### config.mk
export PLATFORM = sky130hd
export DESIGN_NAME = pe_ctx_sequencer
export DESIGN_NICKNAME = d
export VERILOG_FILES = /design/src/rtl/pe_ctrl_pkg.sv /design/src/rtl/pe_ctx_mem.sv /design/src/rtl/pe_ctx_sequencer.sv
export SDC_FILE = /design/constraint.sdc
export NUM_CORES = 1
export LEC_CHECK = 0
export BUFFER_PORTS_ARGS = -buffer_cell sky130_fd_sc_hd__clkbuf_2
export CAP_MARGIN = 20
export CORE_MARGIN = 4
export CORE_UTILIZATION = 45
export CTS_CLUSTER_DIAMETER = 150
export DETAILED_ROUTE_END_ITERATION = 8
export PLACE_DENSITY = 0.7
export SLEW_MARGIN = 20
export SYNTH_ARGS = -nofsm -noshare
export SYNTH_HDL_FRONTEND = slang
export SYNTH_SLANG_ARGS = --single-unit
### constraint.sdc
create_clock -name CLK -period 8.6 [get_ports CLK]
set_clock_uncertainty 0.05 [all_clocks]
set_input_delay 0 -clock CLK [delete_from_list [all_inputs] [get_ports CLK]]
set_output_delay 0 -clock CLK [all_outputs]
set_load 0.01 [all_outputs]
### src/rtl/pe_ctrl_pkg.sv
// pe_ctrl_pkg
// Shared definitions for the PE context sequencer:
//   - bit offsets and widths of the 58-bit context word
//   - the idle word driven whenever no context is being issued
//   - the sequencer FSM state enum
// No ports (package).
package pe_ctrl_pkg;

   localparam int CTX_W = 58;

   // Context word layout, MSB to LSB.
   localparam int CIN_LSB    = 49;  // control_in      [57:49]
   localparam int COUT_LSB   = 40;  // control_out     [48:40]
   localparam int REG1_LSB   = 34;  // control_reg_1   [39:34]
   localparam int REG2_LSB   = 28;  // control_reg_2   [33:28]
   localparam int PUTIN_LSB  = 22;  // control_put_in  [27:22]
   localparam int PUTOUT_LSB = 16;  // control_put_out [21:16]
   localparam int SEND_LSB   = 10;  // control_send    [15:10]
   localparam int P2F1_LSB   = 6;   // control_pe2fu_1 [9:6]
   localparam int P2F2_LSB   = 2;   // control_pe2fu_2 [5:2]
   localparam int WB_BIT     = 1;   // write_back
   localparam int LDW_BIT    = 0;   // ld_write

   localparam int SEL_W  = 9;
   localparam int ADDR_W = 6;
   localparam int P2F_W  = 4;

   // FU operand select that feeds a constant 0 into the FU.
   localparam logic [P2F_W-1:0] IDLE_PE2FU = 4'b1111;

   // Everything zero except the FU operand selects.
   localparam logic [CTX_W-1:0] IDLE_WORD = {48'd0, IDLE_PE2FU, IDLE_PE2FU, 2'b00};

   typedef enum logic {
      IDLE = 1'b0,
      RUN  = 1'b1
   } state_t;

endpackage

### src/rtl/pe_ctx_mem.sv
// pe_ctx_mem
// DEPTH x CTX_W context memory: synchronous write, asynchronous read, no reset.
// Ports:
//   clk    in   clock (write on posedge)
//   we     in   write strobe
//   waddr  in   write address
//   wdata  in   write data (one context word)
//   raddr  in   read address
//   rdata  out  read data (combinational)
module pe_ctx_mem
   import pe_ctrl_pkg::*;
#(
   parameter int DEPTH = 16,
   parameter int AW    = 4
) (
   input  logic             clk,
   input  logic             we,
   input  logic [AW-1:0]    waddr,
   input  logic [CTX_W-1:0] wdata,
   input  logic [AW-1:0]    raddr,
   output logic [CTX_W-1:0] rdata
);

   logic [CTX_W-1:0] mem [DEPTH];

   always_ff @(posedge clk) begin
      if (we) begin
         mem[waddr] <= wdata;
      end
   end

   assign rdata = mem[raddr];

endmodule

### src/rtl/pe_ctx_sequencer.sv
// pe_ctx_sequencer
// Replays contexts 0..last_ctx for max(iter_count,1) iterations and drives the
// PE register-file / FU control lines from registered context words.
// Ports:
//   CLK, RST                 clock, synchronous active-high reset
//   cfg_we/cfg_addr/cfg_wdata context memory write port (honoured in IDLE only)
//   last_ctx, iter_count     run shape, sampled with start
//   start, stall, abort      run control
//   control_* / write_back / ld_write   register-file and FU controls
//   ld                       constant 1
//   busy, done, ctx_ptr      status
//   dbg_state                current FSM state (debug)
//
// Control handshake: start is a single-cycle request, accepted only on a
// posedge where the FSM is IDLE and abort is low; there is no ready/ack, a
// start seen while busy is simply dropped. stall is level-sensitive and
// freezes the run for every cycle it is high; abort is a single-cycle request
// that wins over everything else except RST.
module pe_ctx_sequencer
   import pe_ctrl_pkg::*;
#(
   parameter int DEPTH = 16,
   parameter int AW    = 4,
   parameter int ITW   = 8
) (
   input  logic             CLK,
   input  logic             RST,
   input  logic             cfg_we,
   input  logic [AW-1:0]    cfg_addr,
   input  logic [CTX_W-1:0] cfg_wdata,
   input  logic [AW-1:0]    last_ctx,
   input  logic [ITW-1:0]   iter_count,
   input  logic             start,
   input  logic             stall,
   input  logic             abort,
   output logic [8:0]       control_in,
   output logic [8:0]       control_out,
   output logic [5:0]       control_reg_1,
   output logic [5:0]       control_reg_2,
   output logic [5:0]       control_put_in,
   output logic [5:0]       control_put_out,
   output logic [5:0]       control_send,
   output logic [3:0]       control_pe2fu_1,
   output logic [3:0]       control_pe2fu_2,
   output logic             write_back,
   output logic             ld_write,
   output logic             ld,
   output logic             busy,
   output logic             done,
   output logic [AW-1:0]    ctx_ptr,
   output logic             dbg_state
);

   localparam logic [ITW-1:0] ITER_ONE = ITW'(1);

   state_t           state_q, state_n;
   logic [AW-1:0]    ptr_q, ptr_n;
   logic [AW-1:0]    last_q, last_n;
   logic [ITW-1:0]   iter_q, iter_n;
   logic [CTX_W-1:0] word_q, word_n;
   logic             done_q, done_n;

   logic             mem_we;
   logic [CTX_W-1:0] mem_rdata;
   logic             last_issue;
   logic             en_gate;

   // Configuration writes are dropped while a run is in progress.
   assign mem_we = cfg_we && (state_q == IDLE);

   pe_ctx_mem #(
      .DEPTH (DEPTH),
      .AW    (AW)
   ) u_mem (
      .clk   (CLK),
      .we    (mem_we),
      .waddr (cfg_addr),
      .wdata (cfg_wdata),
      .raddr (ptr_n),
      .rdata (mem_rdata)
   );

   assign last_issue = (ptr_q == last_q) && (iter_q == ITER_ONE);

   // State and datapath registers.
   always_ff @(posedge CLK) begin
      if (RST) begin
         state_q <= IDLE;
         ptr_q   <= '0;
         last_q  <= '0;
         iter_q  <= '0;
         word_q  <= IDLE_WORD;
         done_q  <= 1'b0;
      end else begin
         state_q <= state_n;
         ptr_q   <= ptr_n;
         last_q  <= last_n;
         iter_q  <= iter_n;
         word_q  <= word_n;
         done_q  <= done_n;
      end
   end

   // Next-state logic.
   always_comb begin
      state_n = state_q;
      case (state_q)
         IDLE: if (start && !abort) state_n = RUN;
         RUN: begin
            if (abort) begin
               state_n = IDLE;
            end else if (!stall && last_issue) begin
               state_n = IDLE;
            end
         end
         default: state_n = IDLE;
      endcase
   end

   // Next values of the registered controls and counters.
   always_comb begin
      ptr_n  = ptr_q;
      last_n = last_q;
      iter_n = iter_q;
      done_n = 1'b0;
      case (state_q)
         IDLE: begin
            if (start && !abort) begin
               ptr_n  = '0;
               last_n = last_ctx;
               iter_n = (iter_count == '0) ? ITER_ONE : iter_count;
            end
         end
         RUN: begin
            if (abort) begin
               ptr_n = '0;
            end else if (!stall) begin
               if (ptr_q < last_q) begin
                  ptr_n = ptr_q + 1'b1;
               end else begin
                  ptr_n  = '0;
                  iter_n = iter_q - ITER_ONE;
                  done_n = (iter_q == ITER_ONE);
               end
            end
         end
         default: ptr_n = '0;
      endcase

      // A write landing in the same edge as the fetch must be seen by the run.
      if (state_n == IDLE) begin
         word_n = IDLE_WORD;
      end else if (state_q == RUN && stall) begin
         word_n = word_q;
      end else if (mem_we && (cfg_addr == ptr_n)) begin
         word_n = cfg_wdata;
      end else begin
         word_n = mem_rdata;
      end
   end

   // Stall suppresses the enables in the same cycle so the register file's
   // negedge write never fires for a context that will be reissued.
   assign en_gate = !((state_q == RUN) && stall);

   assign control_in      = word_q[CIN_LSB    +: SEL_W];
   assign control_out     = word_q[COUT_LSB   +: SEL_W];
   assign control_reg_1   = word_q[REG1_LSB   +: ADDR_W];
   assign control_reg_2   = word_q[REG2_LSB   +: ADDR_W];
   assign control_put_in  = word_q[PUTIN_LSB  +: ADDR_W];
   assign control_put_out = word_q[PUTOUT_LSB +: ADDR_W];
   assign control_send    = word_q[SEND_LSB   +: ADDR_W];
   assign control_pe2fu_1 = word_q[P2F1_LSB   +: P2F_W];
   assign control_pe2fu_2 = word_q[P2F2_LSB   +: P2F_W];
   assign write_back      = word_q[WB_BIT]  & en_gate;
   assign ld_write        = word_q[LDW_BIT] & en_gate;
   assign ld              = 1'b1;
   assign busy            = (state_q == RUN);
   assign done            = done_q;
   assign ctx_ptr         = ptr_q;
   assign dbg_state       = state_q;

endmodule

Word level (Yosys, flattened, before mapping)
Memory sizes are Yosys's and may differ from the RTL's. A register that Yosys moved wholly into a read port is not among the register bits.
Index checks and enable logic that the tools add are counted.
W data, S select, Z words.
{ "totals": {"n_memories": 1, "out_inout_bits": 66, "romBits": 0, "reg_bits": 18, "latchBits": 0, "input_bits": 80, "mem_bits_rw": 928} }
{ "memory_table": {"columns": ["name", "words", "width", "rd", "rd_clocked_by_memory_dff", "wr", "line", "rtl"], "rows": [
  ["u_mem.mem", 16, 58, 1, 1, 1, "pe_ctx_mem.sv:24", "logic [CTX_W-1:0] mem [DEPTH];"]
]} }
{ "classes": {"reduce_logical": 14, "eq_ne": 6, "order_cmp": 1, "n_shift": 0, "n_div": 0, "add_sub_neg": 2, "n_mux": 17, "n_mul": 0, "n_bitwise": 4} }
{ "op_table": {"columns": ["cell", "count"], "rows": [
  ["$mux W8", 5],
  ["$mux W4", 4],
  ["$pmux W8 S2", 1],
  ["$eq A8 B1 Y1 const B", 1],
  ["$logic_not A8 Y1", 1],
  ["$pmux W4 S2", 1],
  ["$sub A8 B1 Y8 const B", 1],
  ["$ne A2 B2 Y1 const B", 3],
  ["$logic_and A1 B1 Y1", 5],
  ["$mux W1", 5],
  ["$reduce_or A5 Y1", 1],
  ["$add A4 B1 Y4 const B", 1],
  ["$eq A4 B4 Y1", 1],
  ["$logic_not A1 Y1", 4],
  ["$lt A4 B4 Y1", 1],
  ["$reduce_and A4 Y1", 1],
  ["$and A1 B1 Y1", 2],
  ["$ne A2 B1 Y1 const B", 1],
  ["$not A1 Y1", 2],
  ["$pmux W1 S2", 1],
  ["$reduce_and A2 Y1", 1],
  ["$reduce_or A2 Y1", 1]
]} }

Longest topological paths before layout
Gate-level depths: netlist (run 1).
{ "depth": {"depth_word": 8, "depth_mapped": 13, "ltp_nobuf": 9} }

Modules after synthesis
From an unflattened synthesis (run 1), not the netlist that was laid out.
{ "unflattened": {"cells_unflattened": 1980, "hier_area_um2": 39082.5} }
{ "by_module_without_submodules": {"columns": ["module", "area_each_um2", "n_inst", "cells_each", "seq_area_each_um2"], "rows": [
  ["pe_ctx_mem", 34734.6, 1, 1438, 27866.7],
  ["pe_ctx_sequencer", 4347.9, 1, 542, 1521.5]
]} }

Worst setup path before layout (run 1)
OpenSTA, ideal clock, no wires.
{ "synth_timing": {"path_type": "reg-to-reg", "from": "reg state_q (netlist: busy)", "to": "mem u_mem.mem[0][0], enable pin", "slack_ns": 2.858, "arrival_time_ns": 5.147, "stages_incl_launch_ff": 4, "required_time_ns": 8.005, "period_less_slack_ns": 5.742, "n_path_buf": 0, "cell_sequence": "dfxtp_1 nor2b_1 or3b_2 nor3_1"} }
{ "synth_via": {"elab_chain_len": 4} }
{ "synth_lines": {"columns": ["element", "line", "rtl"], "rows": [
  ["start: declaration", "pe_ctx_sequencer.sv:56", "state_t state_q, state_n;"],
  ["start signal: assignment", "pe_ctx_sequencer.sv:95", "state_q <= state_n;"],
  ["$not A1 Y1 (no source line)", null, null],
  ["$logic_and A1 B1 Y1", "pe_ctx_sequencer.sv:69", "assign mem_we = cfg_we && (state_q == IDLE);"],
  ["$mux W1", "pe_ctx_mem.sv:27", "if (we) begin"],
  ["$mux W1 (not written as such)", "pe_ctx_mem.sv:28", "mem[waddr] <= wdata;"],
  ["end: declaration", "pe_ctx_mem.sv:24", null]
]} }
Every way passes these cells.

Final worst setup path (run 1)
{ "layout_timing": {"from": "reg state_q (netlist: busy)", "to": "reg word_q[8], read port of u_mem.mem"} }
{ "layout_via": {"elab_chain_len": 4, "word_cells_on_any_way": 7, "classes_between": "2 x mux; 2 x bitwise; 3 x reduce/logical"} }
{ "layout_lines": {"columns": ["element", "line", "rtl"], "rows": [
  ["$not A1 Y1 (no source line)", null, null],
  ["$pmux W1 S2", "pe_ctx_sequencer.sv:107", "case (state_q)"],
  ["$not A1 Y1 (no source line)", null, null],
  ["$reduce_or A2 Y1 (no source line)", null, null],
  ["end: declaration", "pe_ctx_sequencer.sv:60", "logic [CTX_W-1:0] word_q, word_n;"]
]} }
Several ways; a longest one is shown, not always the timed one.
A chain may end at the register's enable or synchronous reset.

==> flow_summary.json, run 1 <==
{
  "status": "complete, no violations",
  "synth-edff-count": 928,
  "cts_setup_buffers": 0,
  "cts_root_buf": "clkbuf_16",
  "io_buffers": 144,
  "clock_latency_ns": 0.66,
  "dp_cells": 3622,
  "p_int_w": 0.008275,
  "final_cell_mix": "edfxtp_1, nand2_1, a221oi_1",
  "grtUsageTotal": 0.2083,
  "cp_cell_sequence": "inv_2, a32oi_1, o21a_4, buf_4, buf_4, a21oi_1, a221oi_1, nor4_1, a221oi_1",
  "die_w_microns": 304.1,
  "vias_per_cell": 6.003,
  "path_delay_family": "compound AO/OA/AOI/OAI gates",
  "power.leakage_nw": 14.14,
  "synth.distinct_cells": 55,
  "tightest_slew_ns": 1.243,
  "clkSinkCount": 1004,
  "rsz0062_at_grt": "no",
  "p_sw_frac": 0.1986,
  "synth-main-ff-cell": "edfxtp_1",
  "ir_drop_v": 0.0001635,
  "grt_pass1_vias": 23040,
  "layout-drive-gt1-share": 0.1451,
  "clock_power_share": 0.446,
  "drv_slew": 0,
  "via_count": 23420,
  "rows": 108,
  "finalHoldViolCount": 0,
  "die_y_microns": 304.1,
  "hold_slack_ns": 0.06282,
  "grt_start_max_net_pins": 209,
  "hp-class": "primary input to flip-flop",
  "final_cells": 3902,
  "cts_tree": "yes",
  "final_util": 0.5222,
  "clock_path_buffers": 3,
  "cts_buffers": 99,
  "combinationalPowerShare": 0.029,
  "synthesis.nets": 2601,
  "drt_pre_antenna_iters": 5,
  "floorplan.core_area_sq_um": 86890,
  "synth_area_leaders": "edfxtp_1, mux2i_1, a221oi_1, dfxtp_1, a21oi_1",
  "worst_r2r_path_depth": 9,
  "route.detailed.drc": 0,
  "min_from": "start",
  "yosys.area.top_type_share": 0.7065,
  "cp_max_fo": 74,
  "area_growth_pct": 15.05,
  "die_area_sq_um": 92450,
  "total_power_w": 0.01032,
  "ios": 146,
  "startpoint_type": "flip-flop",
  "worstSetupEndpointType": "flip-flop",
  "cp.required_ns": 9.10,
  "rrSetupSlack_ns": 3.68,
  "avgSynthCellArea_sq_um": 15.69,
  "max_freq_mhz": 203.3,
  "layout_commonest_cell": "edfxtp_1",
  "final.period_utilization": 0.5719,
  "overflow": 0,
  "slew_headroom": 0.1716,
  "p_sw_w": 0.002050,
  "drtIter0Drc": 2819,
  "ys_ff_latch": 1004,
  "gp_congestion": 0.7741,
  "critPathBufInv": 3,
  "grt_pass1_wl_mm": 147.6,
  "drt_wl_total_mm": 99.78,
  "pwr_density_cell_nw_per_um2": 227.5,
  "critPathArrivalTime_ns": 5.42,
  "ant_nets": 0,
  "clk_pin_slew_worst_paths_ns": 0.06,
  "syn-cell-area_sq_um": 39440,
  "seq_area_frac_synth": 0.7451,
  "start_util": 0.4539,
  "finalNetCount": 2745,
  "cts_max_level": 3,
  "power_frac_seq": 0.525,
  "period_minus_slack_ns": 4.918,
  "tns_ns": 0,
  "postSynthCellCount": 2514,
  "min_path_cells": 5,
  "crit_type": "flip-flop to flip-flop",
  "rr_endpoint": "word_q[8]",
  "finalSetupViolCount": 0,
  "max_stage_delay_ns": 0.89,
  "synthArstFlopShare": 0,
  "yosysWarnings": 0,
  "dp_hpwl_mm": 48.44,
  "hold-path-endpoint": "ctx_ptr[3]",
  "antenna_found_initial": 8,
  "yosys.area.top_type": "edfxtp_1",
  "slowest_stage": "dfxtp_1",
  "wl_per_cell_microns": 25.57,
  "reg2reg_from": "busy",
  "drv_cap": 0
}
## flip-flops by register name, indices dropped and copies added, names as in the netlist
signal,count
busy,1
last_q,4
iter_q,8
ctx_ptr,4
u_mem.mem,928
done,1
word_q,58
## power by group through the flow
stage | registers, W | clock network [W] | logic, W
final | 0.00542 | 0.00461 | 0.000295
after global routing | 0.00542 | 0.00489 | 0.000319
after CTS | 0.00542 | 0.00466 | 0.000294
after detailed placement | 0.00553 | 0 | 0.000256
after global placement | 0.00552 | 0 | 0.000245
after floorplan | 0.00552 | 0 | 0.000124
## synthesized netlist by cell type (all sizes together) (2+ instances only)
| master | n |
|---|---|
| a22oi | 2 |
| o21ai | 7 |
| nand3b | 3 |
| o22ai | 3 |
| nor4 | 11 |
| o21a | 3 |
| inv | 16 |
| mux2i | 234 |
| dfxtp | 76 |
| nor3 | 7 |
| nor2b | 5 |
| a21oi | 245 |
| ha | 7 |
| xor2 | 2 |
| and2 | 55 |
| edfxtp | 928 |
| a221oi | 240 |
| or3b | 3 |
| a221o | 50 |
| a32oi | 2 |
| a211oi | 4 |
| nand2 | 258 |
| buf | 154 |
| nand3 | 4 |
| a21o | 2 |
| nor2 | 33 |
| nand2b | 9 |
| clkbuf | 84 |
| or4 | 51 |
## repair_timing
item | CTS | global route
resized for setup | 0 | 0
endpoints found under the setup margin | 0 | 0
endpoints found under the hold margin | 1017 | 0
hold buffers | 90 | 0
## layer usage
layer | track usage | routed length (microns) | vias up
met4 | 0.06031 | 2593 | 6
li1 | - | - | 10230
met2 | 0.3484 | 49130 | 1117
met3 | 0.03382 | 7695 | 200
met1 | 0.2837 | 40330 | 11870
met5 | 0 | 34 | -
## kinds of logic (layout without fill, tap and decap cells)
logic type,Yosys count,count (layout),synth area share
other cells,1,5,0.00009507
simple gates,446,446,0.05431
xor+xnor,2,2,0.0004442
flops,1004,1004,0.7451
compound gates,566,566,0.1049
buf+inv,254,483,0.03356
fa+ha+maj,7,7,0.002220
mux,234,234,0.05938
## worst max-delay path by stage
stage	start	to	slack [ns]	depth (start not counted)
6_report	busy	word_q[8]	3.68	9
4_1_cts	busy	word_q[8]	3.73	9
3_5_place_dp	busy	word_q[19]	3.80	9
2_1_floorplan	busy	u_mem.mem[0][0]	2.86	3
5_1_grt	busy	word_q[8]	3.35	9
3_3_place_gp	busy	word_q[8]	3.87	9
## through the flow
step / area, sq um / worst slack, ns
floorplan: 39440 / 2.858
global placement: 40920 / 3.872
detailed placement: 40920 / 3.805
CTS: 45370 / 3.727
global route: 45370 / 3.355
finish: 45380 / 3.682
## cell type report
type                            count  area [sq um]
Antenna cell                        4         10.01
Clock buffer                      129          2721
Clock inverter                     57         823.3
Fill cell                        6857         41510
Inverter                           16         60.06
Multi-Input combinational cell   1256          8905
Sequential cell                  1004         29390
Tap cell                         1155          1445
Timing Repair Buffer              281          2024
## worst min-delay path, cell delays in order
cell and delay [ns]:
clkbuf_2 0.09, nand2b_1 0.12, and3_1 0.34, nor2_1 0.13
nor2_1 0.05
Note: power is estimated with default switching activity, not from simulation.
==> inputs of run 2 (changes only) <==
==> constraint.sdc (replaced) <==
create_clock -name CLK -period 5 [get_ports CLK]
set_clock_uncertainty 0.05 [all_clocks]
set_input_delay 0 -clock CLK [delete_from_list [all_inputs] [get_ports CLK]]
set_output_delay 0 -clock CLK [all_outputs]
set_load 0.01 [all_outputs]
==> flow_summary.json, run 2 (synthesis results as in run 1) <==
{
  "die_area_sq_um": 92450,
  "min_from": "cfg_addr[2]",
  "start_util": 0.4539,
  "drt_wl_total_mm": 98.92,
  "finalHoldViolCount": 0,
  "finalSetupViolCount": 0,
  "vias_per_cell": 5.960,
  "drtIter0Drc": 2727,
  "hp-class": "primary input to flip-flop",
  "cts_max_level": 3,
  "pwr_density_cell_nw_per_um2": 375.2,
  "grtUsageTotal": 0.2074,
  "largest_reg_flops": 928,
  "status": "complete, no violations",
  "clk_pin_slew_worst_paths_ns": 0.07,
  "overflow": 0,
  "die_y_microns": 304.1,
  "antenna_found_initial": 4,
  "reg_top3": "u_mem.mem (928), word_q (58), iter_q (8)",
  "period_minus_slack_ns": 4.150,
  "cts_tree": "yes",
  "area_growth_pct": 15.20,
  "wl_per_cell_microns": 25.23,
  "route.detailed.drc": 0,
  "final_util": 0.5229,
  "multi_input_area_sq_um": 8930,
  "clkSinkCount": 1004,
  "slew_headroom": 0.2287,
  "critPathArrivalTime_ns": 4.62,
  "clock_path_buffers": 3,
  "tightest_slew_ns": 1.157,
  "final_cell_mix": "edfxtp_1, nand2_1, a221oi_1",
  "cts_resized": 0,
  "ir_drop_v": 0.0002693,
  "gp_congestion": 0.8118,
  "startpoint_type": "flip-flop",
  "startpoint": "last_q[3]",
  "hold_slack_ns": 0.07669,
  "fillers": 6867,
  "rsz0062_at_grt": "no",
  "crit_type": "flip-flop to flip-flop",
  "final_cells": 3921,
  "tns_ns": 0,
  "cp.required_ns": 5.47,
  "worstSetupEndpointType": "flip-flop",
  "cp_max_fo": 23,
  "power.leakage_nw": 14.13,
  "reg2reg_from": "last_q[3]",
  "clock_latency_ns": 0.66,
  "cts_root_buf": "clkbuf_16",
  "max_freq_mhz": 241.0,
  "ios": 146,
  "rows": 108,
  "dp_hpwl_mm": 51.64,
  "top_register": "u_mem.mem",
  "drv_slew": 0,
  "drt_pre_antenna_iters": 7,
  "die_w_microns": 304.1,
  "final.period_utilization": 0.8300,
  "grt_start_max_net_pins": 195,
  "layout_commonest_cell": "edfxtp_1",
  "dp_cells": 3646,
  "grt_pass1_vias": 22830,
  "drv_cap": 0,
  "layout-drive-gt1-share": 0.1473,
  "floorplan.core_area_sq_um": 86890,
  "finalNetCount": 2765,
  "io_buffers": 144,
  "ant_nets": 0,
  "via_count": 23370,
  "cts_buffers": 99,
  "grt_pass1_wl_mm": 146.9,
  "ff_latch_area_sq_um": 29390
}
run 2: changes by cell type in the layout (fill, tap and decap cells not counted), sizes merged:
cell and change:
buf +24, bufinv -13, clkbuf +8, dlygate4sd3 -4, inv +3, clkinvlp +2
diode -1
run 2: layout make-up:
| cell class | instances | share of cell area |
|---|---|---|
| repair buffers | 301 | 0.05315 |
| multi-input cells | 1256 | 0.1965 |
| well taps | 1155 | 0.03181 |
| clock buffers | 137 | 0.06014 |
| flip-flops and latches | 1004 | 0.6468 |
| diodes | 3 | 0.0001652 |
| clock inverters | 49 | 0.01011 |
| inverters | 16 | 0.001322 |
run 2: power breakdown:
group / switching (W) / leakage, nW / internal [W]
clock network: 0.00310 / 1.55 / 0.00411
logic: 0.000352 / 3.59 / 0.000158
registers: 0.0000403 / 9.00 / 0.00929
run 2: repair_timing:
item	CTS	global route
hold endpoints to repair	1019	0
buffers inserted	0	0
setup endpoints to repair	0	0
hold buffers	86	0
run 2: worst paths after layout:
path / endpoint / slack (ns) / cells past startpoint
max: word_q[18] / 0.85 / 10
min reg2reg: word_q[5] / 0.46 / 2
max reg2reg: word_q[18] / 0.85 / 10
min: u_mem.mem[14][17] / 0.08 / 3
run 2: critical path, cell delays in order (launching register included):
cell and delay [ns]:
dfxtp_1 0.34, inv_1 0.05, ha_1 0.31, and3b_1 0.23, o21ai_0 0.25, a32oi_1 0.74
or3_2 0.59, buf_4 0.50, a221oi_1 0.10, or4_1 0.53, a221o_1 0.31
run 2: metrics by stage:
stage / setup slack, ns / instance area, sq um / total power, W
3_3_place_gp: 1.003 / 41380 / 0.009928
4_1_cts: 0.9100 / 45430 / 0.01713
2_1_floorplan: 0.8300 / 39460 / 0.009711
5_1_grt: 0.6726 / 45430 / 0.01755
6_report: 0.8499 / 45440 / 0.01705
3_5_place_dp: 0.9335 / 41380 / 0.009951
run 2: metal layers:
layer	vias to the layer above	wire (microns)	global-route usage
met4	2	2362	0.06207
met2	1043	48950	0.3481
met3	169	7367	0.03125
met1	11880	40230	0.2822
li1	10270	-	-
met5	-	12	0
